**src/rtl/apb_req_initiator.sv**
```systemverilog
// Core-side APB3 initiator: converts a req/gnt/rvalid transfer into one
// SETUP/ACCESS sequence, with PSLVERR reporting and an ACCESS-phase timeout.
module apb_req_initiator #(
  parameter int unsigned APB_ADDR_WIDTH = 32,
  parameter int unsigned APB_DATA_WIDTH = 32,
  parameter int unsigned TIMEOUT_CYCLES = 255
) (
  input  logic                      clk_i,
  input  logic                      rst_ni,
  input  logic                      req_i,
  input  logic                      we_i,
  input  logic [APB_ADDR_WIDTH-1:0] addr_i,
  input  logic [APB_DATA_WIDTH-1:0] wdata_i,
  output logic                      gnt_o,
  output logic                      rvalid_o,
  output logic [APB_DATA_WIDTH-1:0] rdata_o,
  output logic                      err_o,
  output logic                      busy_o,
  output logic [APB_ADDR_WIDTH-1:0] paddr_o,
  output logic [APB_DATA_WIDTH-1:0] pwdata_o,
  output logic                      pwrite_o,
  output logic                      psel_o,
  output logic                      penable_o,
  input  logic [APB_DATA_WIDTH-1:0] prdata_i,
  input  logic                      pready_i,
  input  logic                      pslverr_i
);

  localparam int unsigned CW = (TIMEOUT_CYCLES < 2) ? 1 : $clog2(TIMEOUT_CYCLES + 1);
  localparam logic [CW-1:0] CNT_LAST = (TIMEOUT_CYCLES == 0) ? '0 : CW'(TIMEOUT_CYCLES - 1);
  localparam logic [CW-1:0] CNT_MAX  = '1;

  typedef enum logic [1:0] {
    S_IDLE,
    S_SETUP,
    S_ACCESS,
    S_RESP
  } state_e;

  state_e        state_q, state_d;
  logic [CW-1:0] cnt_q;
  logic          timeout_hit;
  logic          unused_addr_lsb;

  // Byte lanes below word granularity are never driven onto PADDR.
  assign unused_addr_lsb = ^addr_i[1:0];

  // PREADY on the last permitted cycle takes priority over the timeout.
  assign timeout_hit = (TIMEOUT_CYCLES != 0) && (cnt_q == CNT_LAST) && !pready_i;

  // Next-state and APB/core handshake outputs.
  always_comb begin
    state_d   = state_q;
    gnt_o     = 1'b0;
    psel_o    = 1'b0;
    penable_o = 1'b0;
    rvalid_o  = 1'b0;
    busy_o    = (state_q != S_IDLE);
    unique case (state_q)
      S_IDLE: begin
        gnt_o = req_i;
        if (req_i) state_d = S_SETUP;
      end
      S_SETUP: begin
        psel_o  = 1'b1;
        state_d = S_ACCESS;
      end
      S_ACCESS: begin
        psel_o    = 1'b1;
        penable_o = 1'b1;
        if (pready_i || timeout_hit) state_d = S_RESP;
      end
      S_RESP: begin
        rvalid_o = 1'b1;
        state_d  = S_IDLE;
      end
      default: state_d = S_IDLE;
    endcase
  end

  // State register.
  always_ff @(posedge clk_i or negedge rst_ni) begin
    if (!rst_ni) state_q <= S_IDLE;
    else         state_q <= state_d;
  end

  // Wait-state counter: cleared on grant, saturating while PREADY is low in ACCESS.
  always_ff @(posedge clk_i or negedge rst_ni) begin
    if (!rst_ni) begin
      cnt_q <= '0;
    end else if (state_q == S_IDLE && req_i) begin
      cnt_q <= '0;
    end else if (state_q == S_ACCESS && !pready_i && cnt_q != CNT_MAX) begin
      cnt_q <= cnt_q + 1'b1;
    end
  end

  // Request capture at grant; held stable for the whole APB transfer.
  always_ff @(posedge clk_i or negedge rst_ni) begin
    if (!rst_ni) begin
      paddr_o  <= '0;
      pwdata_o <= '0;
      pwrite_o <= 1'b0;
    end else if (state_q == S_IDLE && req_i) begin
      paddr_o  <= {addr_i[APB_ADDR_WIDTH-1:2], 2'b00};
      pwdata_o <= wdata_i;
      pwrite_o <= we_i;
    end
  end

  // Response capture on entry to RESP; holds between completions.
  always_ff @(posedge clk_i or negedge rst_ni) begin
    if (!rst_ni) begin
      rdata_o <= '0;
      err_o   <= 1'b0;
    end else if (state_q == S_ACCESS && pready_i) begin
      rdata_o <= pwrite_o ? '0 : prdata_i;
      err_o   <= pslverr_i;
    end else if (state_q == S_ACCESS && timeout_hit) begin
      rdata_o <= '0;
      err_o   <= 1'b1;
    end
  end

endmodule

```
**config.mk**
```make
export PLATFORM = sky130hd
export DESIGN_NAME = apb_req_initiator
export DESIGN_NICKNAME = d
export VERILOG_FILES = /design/src/rtl/apb_req_initiator.sv
export SDC_FILE = /design/constraint.sdc
export NUM_CORES = 1
export LEC_CHECK = 0
export CORE_UTILIZATION = 40
export CTS_CLUSTER_SIZE = 8
export DETAILED_ROUTE_END_ITERATION = 10
export PLACE_DENSITY = 0.8
export SYNTH_ARGS = -nofsm -noshare
export SYNTH_HDL_FRONTEND = slang
export SYNTH_SLANG_ARGS = --single-unit
```
**constraint.sdc**
```tcl
create_clock -name clk_i -period 2.1 [get_ports clk_i]
set_input_delay 0.21 -clock clk_i [delete_from_list [all_inputs] [get_ports clk_i]]
set_output_delay 0.21 -clock clk_i [all_outputs]
set_load 0.05 [all_outputs]
```
Word level (Yosys, flattened, before mapping)
Cells that the tools add are included.

Flip-flop bits (word level): 106.

Equal/unequal tests: 7. Multiplexer cells: 14. Reductions and logical operators: 14. $add $sub $neg: 1.

Operator list (number): two-way mux 32 bit (3); two-way mux 8 bit (2); adder 8 x 1 -> 8 bit (second input constant) (1); == test 8 bit (second input constant) (1); != test 8 bit (second input constant) (1); case mux 2 bit (4 select lines) (1); logical AND 1 bit (6); two-way mux 1 bit (6); nonzero test 2 bit (3); == test 2 bit (second input constant) (2); two-way mux 2 bit (2); != test 2 bit (second input constant) (2); == test 2 x 1 -> 1 bit (second input constant) (1); zero test 2 bit (1); AND reduction 2 bit (1); OR reduction 2 bit (1); zero test 1 bit (1); logical OR 1 bit (1).

Logic depth before layout (Yosys ltp)
Depth after elaboration: 5. Depth in mapped cells: 7. Mapped depth without buffers: 6.

Worst setup path after synthesis
OpenSTA, ideal clock, no wires.

Path kind: register to register. Start: register state_q[0]. End: register cnt_q[4]. Buffers on the path: 0. Slack: 0.169 ns. Arrival: 1.808 ns. Cell stages (with the launch flop): 7. Path through: dfrtp_1 -> inv_1 -> ha_1 -> nand3b_1 -> a311oi_1 -> xnor2_1 -> nor2_1.

Longest elaborated chain between the ends: 4. Elaborated cells between the ends (all ways): 7. Classes of those cells: eq/ne (1); mux (1); reduce/logical (5).

RTL lines: start: declaration (line 40) `state_e state_q, state_d;`; start signal: assignment (line 84) `else state_q <= state_d;`; == test 2 bit (line 93) `end else if (state_q == S_ACCESS && !pready_i && cnt_q != CNT_MAX) begin`; logical AND 1 bit (2 in series) (line 93); nonzero test 2 bit (no line); end signal: assignment (line 94) `cnt_q <= cnt_q + 1'b1;`; end: declaration (line 41) `logic [CW-1:0] cnt_q;`.

Several ways; a longest one is shown, not always the timed one. A chain may end at the register's enable or synchronous reset.

Worst setup path after layout
Start: register state_q[1]. End: output port rvalid_o.

Longest elaborated chain between the ends: 2.

RTL lines: == test 2 bit (line 59) `unique case (state_q)`; two-way mux 1 bit (line 59); end: declaration (line 15) `output logic rvalid_o,`.

Every way passes these cells.

==> flow_metrics.py <==
metrics = {
    "global_routing": {
        "gr-total-overflow": 0,
        "grt_use_total": 0.1818,
        "grt_util_met2": 0.3105,
        "antenna_found_initial": 0,
        "gr-max-usage-layer": "met2",
        "met1_usage": 0.2279,
        "grt_max_degree": 60,
        "grt_pass1_wl_um": 15590,
        "grt_pass1_vias": 3119,
        "gr-usage-met3": 0.03321,
    },
    "clock_tree": {
        "htreeDepth": 3,
        "numCtsBuffers": 9,
        "clock_sinks": 106,
        "clk_latency_ns": 0.36,
        "clkTransAtPathRegs_ns": 0.10,
        "cts_buffer_depth": 2,
        "cts_tree": "built",
        "clockRootBuffer": "clkbuf_8",
        "post-cts-setup-buffers": 0,
    },
    "floorplanning": {
        "ios": 205,
        "core_um2": 9955,
        "rows": 36,
        "dieArea_um2": 10860,
        "initial_core_util": 0.4197,
        "dieHeight_um": 104.2,
        "die_w_um": 104.2,
    },
    "power_and_ir_drop": {
        "p_int_w": 0.006085,
        "power_w": 0.01160,
        "p_per_area_nw_per_um2": 1777,
        "p_leak_nw": 2.774,
        "power_frac_comb": 0.595,
        "pwr-share-clk": 0.111,
        "seqPwrFrac": 0.295,
        "p_sw_frac": 0.4755,
        "power_switching_w": 0.005516,
        "ir_worst_vdd_mv": 0.8811,
    },
    "placed_design": {
        "port_buffers": 200,
        "detailed_place_hpwl_um": 7159,
        "gp_congestion": 0.7858,
    },
    "final_layout": {
        "multi_input_area_um2": 1394,
        "seq_area_um2": 2653,
        "num_antenna_cells": 0,
        "final_nets": 586,
        "drive_above_1_share": 0.2008,
        "nFillCells": 787,
        "area_delta_synth_final_pct": 56.27,
    },
    "run_status": {
        "status": "finished clean",
    },
    "route": {
        "drtIter0Drc": 86,
        "vias": 3008,
        "wl_per_cell_um": 15.65,
        "routed_via_density": 4.883,
        "ant_nets": 0,
        "drtPass1Iterations": 4,
        "routed_wl_um": 9642,
        "drc": 0,
    },
    "logic_synthesis": {
        "synth_area_leader_cell": "dfrtp_1",
        "synth_edf_count": 0,
        "synth_top_area_frac": 0.6349,
        "avgSynthCellArea_um2": 15.19,
        "ys_warn_count": 0,
        "synth_cell_types": 31,
        "ys_seq_elements": 106,
        "synth-main-ff-cell": "dfrtp_1",
        "ys_top_cells_by_area": "dfrtp_1 (63%), mux2_2 (17%), a22o_1 (6.7%), ha_1 (1.8%), buf_6 (1.3%)",
        "async_flop_share": 1.000,
        "synth_area_um2": 4178,
        "synth_cells": 275,
        "yosysSeqAreaShare": 0.6349,
    },
    "sta": {
        "fin_skew_ns": 0.01123,
        "worst_pin_slew_ns": 0.5483,
        "final-hold-violation-count": 0,
        "maxSlewViolCount": 0,
        "period_minus_slack_ns": 1.934,
        "rsz0062_at_grt": "no",
        "min_period_over_period": 0.9211,
        "finalSetupTns_ns": 0,
        "clock.fmax_mhz": 517.0,
        "hold_ws_ns": 0.3496,
        "slew-limit-headroom": 0.6333,
        "setup_violations": 0,
    },
    "setup_path": {
        "path_buf_inv": 1,
        "crit_chain": "ha_1, clkdlybuf4s50_1",
        "path_max_fanout": 4,
        "required_ns": 1.89,
        "max_stage_delay_ns": 0.81,
        "start_kind": "flip-flop",
        "worst-setup-path-type": "reg2out",
        "cp.arrival_ns": 1.72,
        "slowest_stage": "clkdlybuf4s50_1",
        "path_delay_family": "buffers and inverters",
        "cp-end-kind": "primary output",
    },
    "job": {
        "maxCapViolCount": 0,
    },
    "hold_path": {
        "holdCritPathClass": "in2async",
    },
}
-- final cells by class --
| cell class | count | area share |
|---|---|---|
| Inverter | 6 | 0.003450 |
| Sequential cell | 106 | 0.4063 |
| Clock buffer | 9 | 0.01897 |
| Clock inverter | 7 | 0.01322 |
| Multi-Input combinational cell | 148 | 0.2135 |
| Timing Repair Buffer | 207 | 0.3191 |
| Tap cell | 133 | 0.02549 |
-- power groups by stage --
stage	combinational (W)	clock, W	sequential (W)
5_1_grt	0.00716	0.00142	0.00354
6_report	0.00690	0.00128	0.00342
3_3_place_gp	0.00687	0	0.00341
2_1_floorplan	0.00163	0	0.00642
4_1_cts	0.00696	0.00134	0.00343
3_5_place_dp	0.00697	0	0.00345
-- kinds of logic after synthesis --
kind of cell             synth area share
flip-flops                         0.6349
multiplexers                       0.1725
AO/OA/AOI/OAI                     0.08925
AND/OR/NAND/NOR                   0.03654
buffers and inverters             0.03324
XOR/XNOR                          0.01468
adder cells (fa/ha/maj)           0.01797
other                           0.0008976
-- metrics by stage --
step | instances | util | instance area (um2) | setup WS (ns)
after floorplan | 276 | - | 4182 | 0.1689
after global placement | 599 | 0.6339 | 6310 | 0.3972
after detailed placement | 599 | 0.6339 | 6310 | 0.3764
after CTS | 616 | 0.6559 | 6529 | 0.1363
after global routing | 616 | 0.6559 | 6529 | 0.1062
final | 616 | 0.6559 | 6529 | 0.1658
-- per-layer routing --
layer  wire [um]  part of all wire  vias to the layer above
met2        4808              0.50                      144
met3         550             0.057                       14
li1            -                 -                     1383
met4         174             0.018                        0
met1        4108              0.43                     1467
met5           0                 0                        -
-- synthesized netlist by cell type, drive strengths merged (2+ instances only) --
master / count
a22o: 32
inv: 6
xnor2: 5
buf: 16
ha: 6
o21ai: 3
a21oi: 2
nand2: 3
and2b: 2
dfrtp: 106
and2: 2
mux2: 64
nand3: 2
nor2: 11
nand4: 3
xor2: 2
-- final timing paths --
kind / slack [ns] / cells past startpoint / from / end
hold / removal: 0.35 / 2 / rst_ni / paddr_o[15]$_DFFE_PN0P_
max in group asynchronous: 1.09 / 3 / rst_ni / rdata_o[22]$_DFFE_PN0P_
hold reg to reg: 0.50 / 1 / rdata_o[6]$_DFFE_PN0P_ / rdata_o[6]$_DFFE_PN0P_
setup reg to reg: 0.39 / 6 / state_q[0]$_DFFE_PN0P_ / cnt_q[4]$_DFFE_PN0P_
setup / recovery: 0.17 / 2 / state_q[1]$_DFFE_PN0P_ / rvalid_o
min in group clk_i: 0.42 / 3 / pslverr_i / err_o$_DFFE_PN0P_
-- state kept, by name (all words and copies together) (netlist names) --
name / count
cnt_q: 8
paddr_o: 30
state_q: 2
pwrite_o: 1
err_o: 1
pwdata_o: 32
rdata_o: 32
-- layout by cell type (no fill, tap or decap), drive strengths merged, types with 3 or more instances in the layout --
cell	instances
ha	6
clkdlybuf4s50	195
o21ai	3
clkbuf	9
clkinv	3
a22o	32
nor2	11
xnor2	5
buf	10
inv	9
dfrtp	106
nand4	3
mux2	64
nand2	3
-- repair_timing --
action,CTS,global route
gates resized for setup,1,0
endpoints found under the hold margin,38,0
endpoints found under the setup margin,1,0
hold buffers,1,0
(Power assumes the default switching activity.)
